### config.mk
export PLATFORM = sky130hd
export DESIGN_NAME = mersenne_batch_scheduler
export DESIGN_NICKNAME = d
export VERILOG_FILES = /design/src/rtl/mersenne_pkg.sv /design/src/rtl/mersenne_job_fifo.sv /design/src/rtl/mersenne_batch_scheduler.sv
export SDC_FILE = /design/constraint.sdc
export NUM_CORES = 1
export LEC_CHECK = 0
export CORE_MARGIN = 10
export CORE_UTILIZATION = 53
export DETAILED_ROUTE_END_ITERATION = 8
export MAX_ROUTING_LAYER = met4
export PLACE_DENSITY = 0.8
export SLEW_MARGIN = 20
export SYNTH_ARGS = -nofsm -noshare
export SYNTH_HDL_FRONTEND = slang
export SYNTH_SLANG_ARGS = --single-unit
### constraint.sdc
create_clock -name clk -period 3.1 [get_ports clk]
set_clock_uncertainty 0.05 [all_clocks]
set_input_delay 0.465 -clock clk [delete_from_list [all_inputs] [get_ports clk]]
set_output_delay 0.465 -clock clk [all_outputs]
set_load 0.03 [all_outputs]
### src/rtl/mersenne_pkg.sv
// mersenne_pkg: FSM encoding, result status codes and default parameters shared by the scheduler
package mersenne_pkg;
    localparam int DEF_FIFO_DEPTH = 4;
    localparam int DEF_TIMEOUT = 4096;
    localparam int DEF_MAX_EXP = 31;
    localparam int MIN_EXP = 2;
    typedef enum logic [1:0] {S_IDLE, S_LAUNCH, S_WAIT, S_EMIT} state_t;
    typedef enum logic [1:0] {ST_OK = 2'b00, ST_BAD_EXP = 2'b01, ST_TIMEOUT = 2'b10} status_t;
    function automatic logic exp_ok(input logic [7:0] p, input int max_exp);
        return int'(p) >= MIN_EXP && int'(p) <= max_exp;
    endfunction
endpackage

### src/rtl/mersenne_job_fifo.sv
// mersenne_job_fifo: synchronous queue of 8-bit exponents with full/empty flags
module mersenne_job_fifo
    import mersenne_pkg::*;
#(
    parameter int DEPTH = DEF_FIFO_DEPTH
) (
    input  logic       clk,
    input  logic       rst_n,
    input  logic       push,
    input  logic [7:0] din,
    input  logic       pop,
    output logic [7:0] dout,
    output logic       full,
    output logic       empty
);
    localparam int AW = $clog2(DEPTH);
    logic [7:0] mem [DEPTH];
    logic [AW:0] wr_ptr;
    logic [AW:0] rd_ptr;
    assign empty = wr_ptr == rd_ptr;
    assign full = (wr_ptr[AW] != rd_ptr[AW]) && (wr_ptr[AW-1:0] == rd_ptr[AW-1:0]);
    assign dout = mem[rd_ptr[AW-1:0]];
    // storage write, no reset needed since pointers gate visibility
    always_ff @(posedge clk) begin
        if (push && !full) mem[wr_ptr[AW-1:0]] <= din;
    end
    // pointer update; a push into a full queue is refused even when a pop happens in the same cycle
    always_ff @(posedge clk) begin
        if (!rst_n) begin
            wr_ptr <= '0;
            rd_ptr <= '0;
        end else begin
            if (push && !full) wr_ptr <= wr_ptr + 1'b1;
            if (pop && !empty) rd_ptr <= rd_ptr + 1'b1;
        end
    end
endmodule

### src/rtl/mersenne_batch_scheduler.sv
// mersenne_batch_scheduler: queues exponents, dispatches them to a primality tester and reports results with statistics
module mersenne_batch_scheduler
    import mersenne_pkg::*;
#(
    parameter int FIFO_DEPTH = DEF_FIFO_DEPTH,
    parameter int TIMEOUT = DEF_TIMEOUT,
    parameter int MAX_EXP = DEF_MAX_EXP
) (
    input  logic        clk,
    input  logic        rst_n,
    input  logic        job_valid,
    input  logic [7:0]  job_exponent,
    output logic        job_ready,
    output logic        t_start,
    output logic [7:0]  t_exponent,
    input  logic        t_done,
    input  logic        t_is_prime,
    input  logic [15:0] t_cycles,
    output logic        res_valid,
    input  logic        res_ready,
    output logic [7:0]  res_exponent,
    output logic        res_is_prime,
    output logic [15:0] res_cycles,
    output logic [1:0]  res_status,
    output logic        busy,
    output logic [15:0] jobs_done,
    output logic [15:0] primes_found,
    output logic [31:0] total_cycles
);
    localparam int CW = $clog2(TIMEOUT + 1);
    state_t state;
    logic [7:0] exp_reg;
    logic [CW-1:0] wait_cnt;
    logic [7:0] head;
    logic full;
    logic empty;
    logic pop;
    logic [32:0] cyc_sum;
    assign job_ready = rst_n && !full;
    assign pop = state == S_IDLE && !empty;
    assign busy = state != S_IDLE || !empty;
    assign cyc_sum = {1'b0, total_cycles} + {17'b0, res_cycles};

    mersenne_job_fifo #(.DEPTH(FIFO_DEPTH)) u_fifo (
        .clk   (clk),
        .rst_n (rst_n),
        .push  (job_valid && job_ready),
        .din   (job_exponent),
        .pop   (pop),
        .dout  (head),
        .full  (full),
        .empty (empty)
    );

    // job sequencing with registered tester/result outputs and handshake-time statistics
    always_ff @(posedge clk) begin
        if (!rst_n) begin
            state        <= S_IDLE;
            exp_reg      <= '0;
            wait_cnt     <= '0;
            t_start      <= 1'b0;
            t_exponent   <= '0;
            res_valid    <= 1'b0;
            res_exponent <= '0;
            res_is_prime <= 1'b0;
            res_cycles   <= '0;
            res_status   <= ST_OK;
            jobs_done    <= '0;
            primes_found <= '0;
            total_cycles <= '0;
        end else begin
            t_start <= 1'b0;
            case (state)
                S_IDLE: if (!empty) begin
                    exp_reg <= head;
                    if (exp_ok(head, MAX_EXP)) begin
                        state      <= S_LAUNCH;
                        t_start    <= 1'b1;
                        t_exponent <= head;
                    end else begin
                        state        <= S_EMIT;
                        res_valid    <= 1'b1;
                        res_exponent <= head;
                        res_status   <= ST_BAD_EXP;
                    end
                end
                S_LAUNCH: begin
                    state    <= S_WAIT;
                    wait_cnt <= '0;
                end
                S_WAIT: begin
                    wait_cnt <= wait_cnt + 1'b1;
                    // the first WAIT cycle may still see the previous job's done level
                    if (wait_cnt != '0 && t_done) begin
                        state        <= S_EMIT;
                        t_exponent   <= '0;
                        res_valid    <= 1'b1;
                        res_exponent <= exp_reg;
                        res_is_prime <= t_is_prime;
                        res_cycles   <= t_cycles;
                        res_status   <= ST_OK;
                    end else if (wait_cnt == CW'(TIMEOUT - 1)) begin
                        state        <= S_EMIT;
                        t_exponent   <= '0;
                        res_valid    <= 1'b1;
                        res_exponent <= exp_reg;
                        res_status   <= ST_TIMEOUT;
                    end
                end
                S_EMIT: if (res_ready) begin
                    state        <= S_IDLE;
                    jobs_done    <= jobs_done + 1'b1;
                    primes_found <= primes_found + 16'(res_status == ST_OK && res_is_prime);
                    total_cycles <= cyc_sum[32] ? '1 : cyc_sum[31:0];
                    res_valid    <= 1'b0;
                    res_exponent <= '0;
                    res_is_prime <= 1'b0;
                    res_cycles   <= '0;
                    res_status   <= ST_OK;
                end
                default: state <= S_IDLE;
            endcase
        end
    end
endmodule

# Word-level counts from Yosys, hierarchy flattened
# Memories as Yosys holds them, arrays and structs flattened. A register that Yosys moved wholly into a read port is not among the register bits.
# Cells that the tools add are included.
dict set report totals {
  ramBits 32
  inputBits 30
  mem_count 1
  out_inout_bits 103
  word_cells 107
  ff_bits 130
}
# memory depth width rd rd_clocked_by_memory_dff wr line_no
set memory_table {}
lappend memory_table {u_fifo.mem 4 8 1 1 1 mersenne_job_fifo.sv:17} ;# logic [7:0] mem [DEPTH];
dict set report op_classes {
  eq_ne 13
  n_reduce_logical 27
  n_lt_le_gt_ge 2
  n_addsub 6
  n_bitwise 3
  mux 40
}
# cell n
set op_table {}
lappend op_table {{8-bit two-way mux} 9}
lappend op_table {{32-bit by 16-bit adder with 33-bit output} 1}
lappend op_table {{16-bit two-way mux} 2}
lappend op_table {{32-bit two-way mux} 1}
lappend op_table {{16-bit case mux with 2 select lines} 1}
lappend op_table {{13-bit case mux with 2 select lines} 1}
lappend op_table {{8-bit case mux with 3 select lines} 1}
lappend op_table {{2-bit two-way mux} 11}
lappend op_table {{16-bit by 1-bit adder with 16-bit output} 1}
lappend op_table {{16-bit by 1-bit adder with 16-bit output (second input constant)} 1}
lappend op_table {{8-bit case mux with 2 select lines} 1}
lappend op_table {{13-bit by 1-bit adder with 13-bit output (second input constant)} 1}
lappend op_table {{13-bit by 12-bit == test with 1-bit output (second input constant)} 1}
lappend op_table {{13-bit nonzero test} 1}
lappend op_table {{1-bit logical AND} 9}
lappend op_table {{1-bit two-way mux} 9}
lappend op_table {{8-bit by 2-bit >= comparator with 1-bit output (second input constant)} 1}
lappend op_table {{8-bit by 5-bit <= comparator with 1-bit output (second input constant)} 1}
lappend op_table {{2-bit != test (second input constant)} 4}
lappend op_table {{2-bit case mux with 4 select lines} 1}
lappend op_table {{2-bit nonzero test} 4}
lappend op_table {{3-bit by 1-bit adder with 3-bit output (second input constant)} 2}
lappend op_table {{2-bit case mux with 3 select lines} 1}
lappend op_table {{3-bit AND reduction} 2}
lappend op_table {{other kinds (18)} 24}

# Longest topological paths before layout
# Gate-level depths: netlist (run 1).
dict set report logic_depth {
  word_depth 8
  mapped_depth 10
  mapped_depth_nobuf 9
}

# Modules after synthesis
# A second synthesis (run 1) with hierarchy kept.
dict set report hier_totals {
  cells_unflattened 835
  area_unflattened_um2 7932.6
}
# module seq_area_each_um2 n_inst cells_per_inst area_per_inst_um2
set by_module_without_submodules {}
lappend by_module_without_submodules {mersenne_batch_scheduler 2482.4 1 725 6208.5}
lappend by_module_without_submodules {mersenne_job_fifo 1121.1 1 110 1724.2}

# Least setup slack after synthesis (run 1)
# Ideal clock, no wire load.
dict set report synth_path {
  kind {reg2reg}
  startpoint {reg res_cycles[0]}
  endpoint {reg total_cycles[10]}
  stages_incl_launch_ff 10
  t_required_ns 2.928
  n_path_buf 1
  setup_time_ns 0.122
  synth_period_minus_slack_ns 2.678
  slack_ns 0.422
  t_arrival_ns 2.507
  cell_sequence {dfxtp_1 -> ha_1 -> fa_1 -> a211oi_1 -> o21ai_0 -> o2111ai_1 -> a211oi_4 -> nor2_2 -> buf_2 -> a21oi_1}
}
dict set report synth_between {
  elab_chain_cells 2
}
# item line_no
set synth_rtl {}
lappend synth_rtl {{from (decl)} mersenne_batch_scheduler.sv:23} ;# output logic [15:0] res_cycles,
lappend synth_rtl {{from (signal assigned)} mersenne_batch_scheduler.sv:100} ;# res_cycles <= t_cycles;
lappend synth_rtl {{32-bit by 16-bit adder with 33-bit output} mersenne_batch_scheduler.sv:42} ;# assign cyc_sum = {1'b0, total_cycles} + {17'b0, res_cycles};
lappend synth_rtl {{32-bit two-way mux} mersenne_batch_scheduler.sv:114} ;# total_cycles <= cyc_sum[32] ? '1 : cyc_sum[31:0];
lappend synth_rtl {{to (signal assigned)} mersenne_batch_scheduler.sv:114}
lappend synth_rtl {{to (decl)} mersenne_batch_scheduler.sv:28} ;# output logic [31:0] total_cycles
# No other way between the ends.
# A chain may end at the register's enable or synchronous reset.

==> impl_metrics.csv, run 1 <==
group,metric,value,unit
worst_hold_path,hold_class,"register to register",
worst_setup_path,cp-start-kind,"register",
cells_and_area,layout.nets,978,
worst_setup_path,worstSetupPathType,"register to register",
sta,maxClockFrequency,360,MHz
cells_and_area,nFillCells,1083,
cts,cts_setup_buffers,0,
cts,clock-sinks,164,
worst_setup_path,r2r_slack,0.32,ns
synthesis,synth_async_sr_flop_share,0,%
worst_setup_path,cpLargestDelayFamily,"simple AND/OR/NAND/NOR gates",
route,drcViolationCount,0,
worst_setup_path,cp_num_buf_inv,1,
worst_setup_path,worstPathArrival,3.07,ns
global_routing,antenna_found_initial,0,
worst_setup_path,critical_path_peak_fanout,12,
worst_setup_path,worstPathCellList,"buf_4 > mux4_2 > nor4_1 > and3_1 > o22a_2 > nand3_1 > o21ai_0",
sta,slew-limit-headroom,54.9,%
place,place_hpwl,13700,um
sta,final_hold_viol_count,0,
cells_and_area,drive_gt1_share,9.15,%
synthesis,synth_area_leader_cell,"dfxtp_1",
sta,tightest_slew,0.677,ns
global_routing,grtUsageMet2,32.6,%
global_routing,top_usage_layer,"met2",
cells_and_area,areaGrowthSynthToFinish,27.1,%
route,wl_per_cell,17.0,um
sta,setup_tns,0,ns
cts,cts-root-buf,"clkbuf_16",
worst_setup_path,cp.required,3.40,ns
synthesis,synth_cell_types,69,
cts,cts_resized,0,
synthesis,ys_top_cells_by_area,"dfxtp_1 (35%), edfxtp_1 (13%), ha_1 (5.1%)",
global_routing,grtUsageMet3,4.53,%
worst_setup_path,cpPeakStageDelay,0.56,ns
sta,setup_viol,0,
synthesis,syn_avg_cell_area,9.75,sq um
floorplan,rows,43,
route,vias,6219,
cts,clockBufferDepth,2,
synthesis,ys_ff_latch,164,
synthesis,syn_nets,842,
synthesis,syn_inst,780,
power_and_ir_drop,leakagePower,3.66,nW
worst_setup_path,end_kind,"register",
route,routed_wl,18900,um
global_routing,use_met1,22.2,%
global_routing,track_usage,19.3,%
route,vias_per_cell,5.61,
worst_setup_path,cp_num_cells,7,
place,gp_congestion,0.899,
worst_setup_path,rr_worst_depth,7,
floorplan,core_area,14000,sq um
route,drt_iter0_markers,379,
synthesis,synth_edf_count,32,
synthesis,synth.most_common_cell,"dfxtp_1",
worst_setup_path,crit_end,"t_exponent[1]$_SDFFE_PN0P_",
cells_and_area,diodes,0,
synthesis,netlist_area,7610,sq um
sta,min_period_over_period,89.6,%
global_routing,grt_pass1_vias,6003,
route,firstDrtPassIters,4,
cts,clock_latency,0.43,ns
global_routing,grt_pass1_wl,30800,um
run_status,status,"complete, no violations",
synthesis,seq_area_frac_synth,47.4,%
floorplan,die_area,19500,sq um
global_routing,gr-total-overflow,0,
global_routing,grt_max_degree,62,
run,drv_cap,0,
cts,cts_hold_buf,0,
sta,hold_slack,0.416,ns
sta,rsz0062_at_grt,"false",
cts,cts_made_buffers,17,
cts,h-tree-depth,4,
cts,path_clk_slew,0.06,ns
synthesis,synthTopCellsByCount,"dfxtp_1 (132), nor2_1 (80), nand2_1 (77), a21oi_1 (62), nand3_1 (52)",
sta,slew_violations,0,
power_and_ir_drop,power.density,697,nW/um^2
floorplan,ios,133,
power_and_ir_drop,peakVddDrop,0.510,mV
cells_and_area,postLayoutCoreUtil,69.1,%
worst_setup_path,timing.rr.end,"t_exponent[1]$_SDFFE_PN0P_",
synthesis,yosysWarnings,0,
synthesis,ys.flop_type,"dfxtp_1",
place,port_buffers,132,
floorplan,fp.dieW,140,um
cts,cts_tree,"done",
route,ant_nets,0,
worst_setup_path,cp_slowest_cell,"dfxtp_1",
synthesis,netlist.area_leader.share,34.7,%
sta,period_needed,2.78,ns
floorplan,die_h,140,um
floorplan,start_util,54.4,%
==> layout make-up <==
type | count | area [sq um] | area share (%)
inverters | 15 | 56.3 | 0.582
clock buffers | 21 | 452 | 4.67
multi-input cells | 571 | 3800 | 39.3
repair buffers | 147 | 1430 | 14.8
flip-flops and latches | 164 | 3600 | 37.3
well taps | 180 | 225 | 2.33
clock inverters | 11 | 103 | 1.06
==> cells in the final DEF, fill, tap and decap left out, types with 3 or more instances in the layout <==
master           instances
mux4_1                   3
clkinvlp_4               4
xnor2_1                 20
inv_1                   13
o21ai_1                  3
dfxtp_1                132
nand2_1                 77
nor3b_2                  4
clkbuf_16               17
or3_1                    6
o21ai_0                 38
o21a_1                   3
and2_1                   4
a21oi_1                 62
a21boi_0                 3
ha_1                    31
and4_1                   3
edfxtp_1                32
xor2_1                  35
a221oi_2                 6
nor3_2                   6
o31ai_1                  5
and3_1                  24
nor4_1                   4
a211oi_1                 8
o211a_1                  4
nor2b_1                  8
nand3_1                 52
clkdlybuf4s50_1        131
nor3_1                  11
nor2b_4                  6
mux2i_1                 11
a21o_1                   5
buf_4                   16
nand4_1                  7
nor2_1                  80
mux4_2                   5
o211ai_1                 5
==> routing by layer <==
| layer | part of all wire [%] | vias to the layer above |
|---|---|---|
| met2 | 50 | 159 |
| met3 | 5.5 | 23 |
| met4 | 1.6 | 0 |
| li1 | - | 3067 |
| met1 | 43 | 2970 |
| met5 | 0 | - |
==> logic make-up (layout without fill, tap and decap cells) <==
kind of cell	Yosys count	in the layout	synth area share [%]
flip-flops	164	164	47.4
buffers and inverters	45	194	2.68
AND/OR/NAND/NOR	302	302	20.2
AO/OA/AOI/OAI	163	163	14.1
adder cells (fa/ha/maj)	32	32	5.36
multiplexers	19	19	3.96
XOR/XNOR	55	55	6.33
==> worst min-delay path: stages, from the launching register on <==
cell and delay [ns]:
dfxtp_1 0.32, nand2_1 0.06, o21ai_1 0.05
==> worst min-delay path by stage <==
stage                     slack, ns  cells after the start                         end                        from
final                          0.42                      2  t_exponent[2]$_SDFFE_PN0P_  t_exponent[2]$_SDFFE_PN0P_
after global routing           0.44                      2  t_exponent[3]$_SDFFE_PN0P_  t_exponent[3]$_SDFFE_PN0P_
after CTS                      0.42                      2  t_exponent[2]$_SDFFE_PN0P_  t_exponent[2]$_SDFFE_PN0P_
after detailed placement       0.41                      2  t_exponent[2]$_SDFFE_PN0P_  t_exponent[2]$_SDFFE_PN0P_
after global placement         0.41                      2  t_exponent[2]$_SDFFE_PN0P_  t_exponent[2]$_SDFFE_PN0P_
after floorplan                0.41                      2    wait_cnt[8]$_SDFFE_PN0P_    wait_cnt[8]$_SDFFE_PN0P_
==> per-stage QoR <==
| step | instance area (sq um) | total power [mW] | worst slack (ns) | std cells |
|---|---|---|---|---|
| after floorplan | 7610 | 4.18 | 0.422 | 780 |
| after global placement | 9110 | 4.74 | 0.455 | 1077 |
| after detailed placement | 9110 | 4.79 | 0.351 | 1077 |
| after CTS | 9670 | 6.78 | 0.305 | 1109 |
| after global routing | 9670 | 7.06 | 0.0831 | 1109 |
| final | 9670 | 6.74 | 0.324 | 1109 |
==> power by group <==
group          internal (mW)  total (mW)  switching (mW)
registers               2.39        2.60           0.213
clock network           1.13        1.98           0.851
logic                  0.924        2.15            1.23
Note: power is estimated with default switching activity, not from simulation.
==> run 2: changes to the inputs <==
Settings changed: CTS_CLUSTER_SIZE set to 40.
==> results of run 2 <==
Final layout, timing and power as in run 1 (identical DEF).
==> run 3: changes to the inputs <==
Settings changed: ABC_CLOCK_PERIOD_IN_PS set to 3100.
==> results of run 3 <==
Final layout, timing and power as in run 1 (identical DEF).
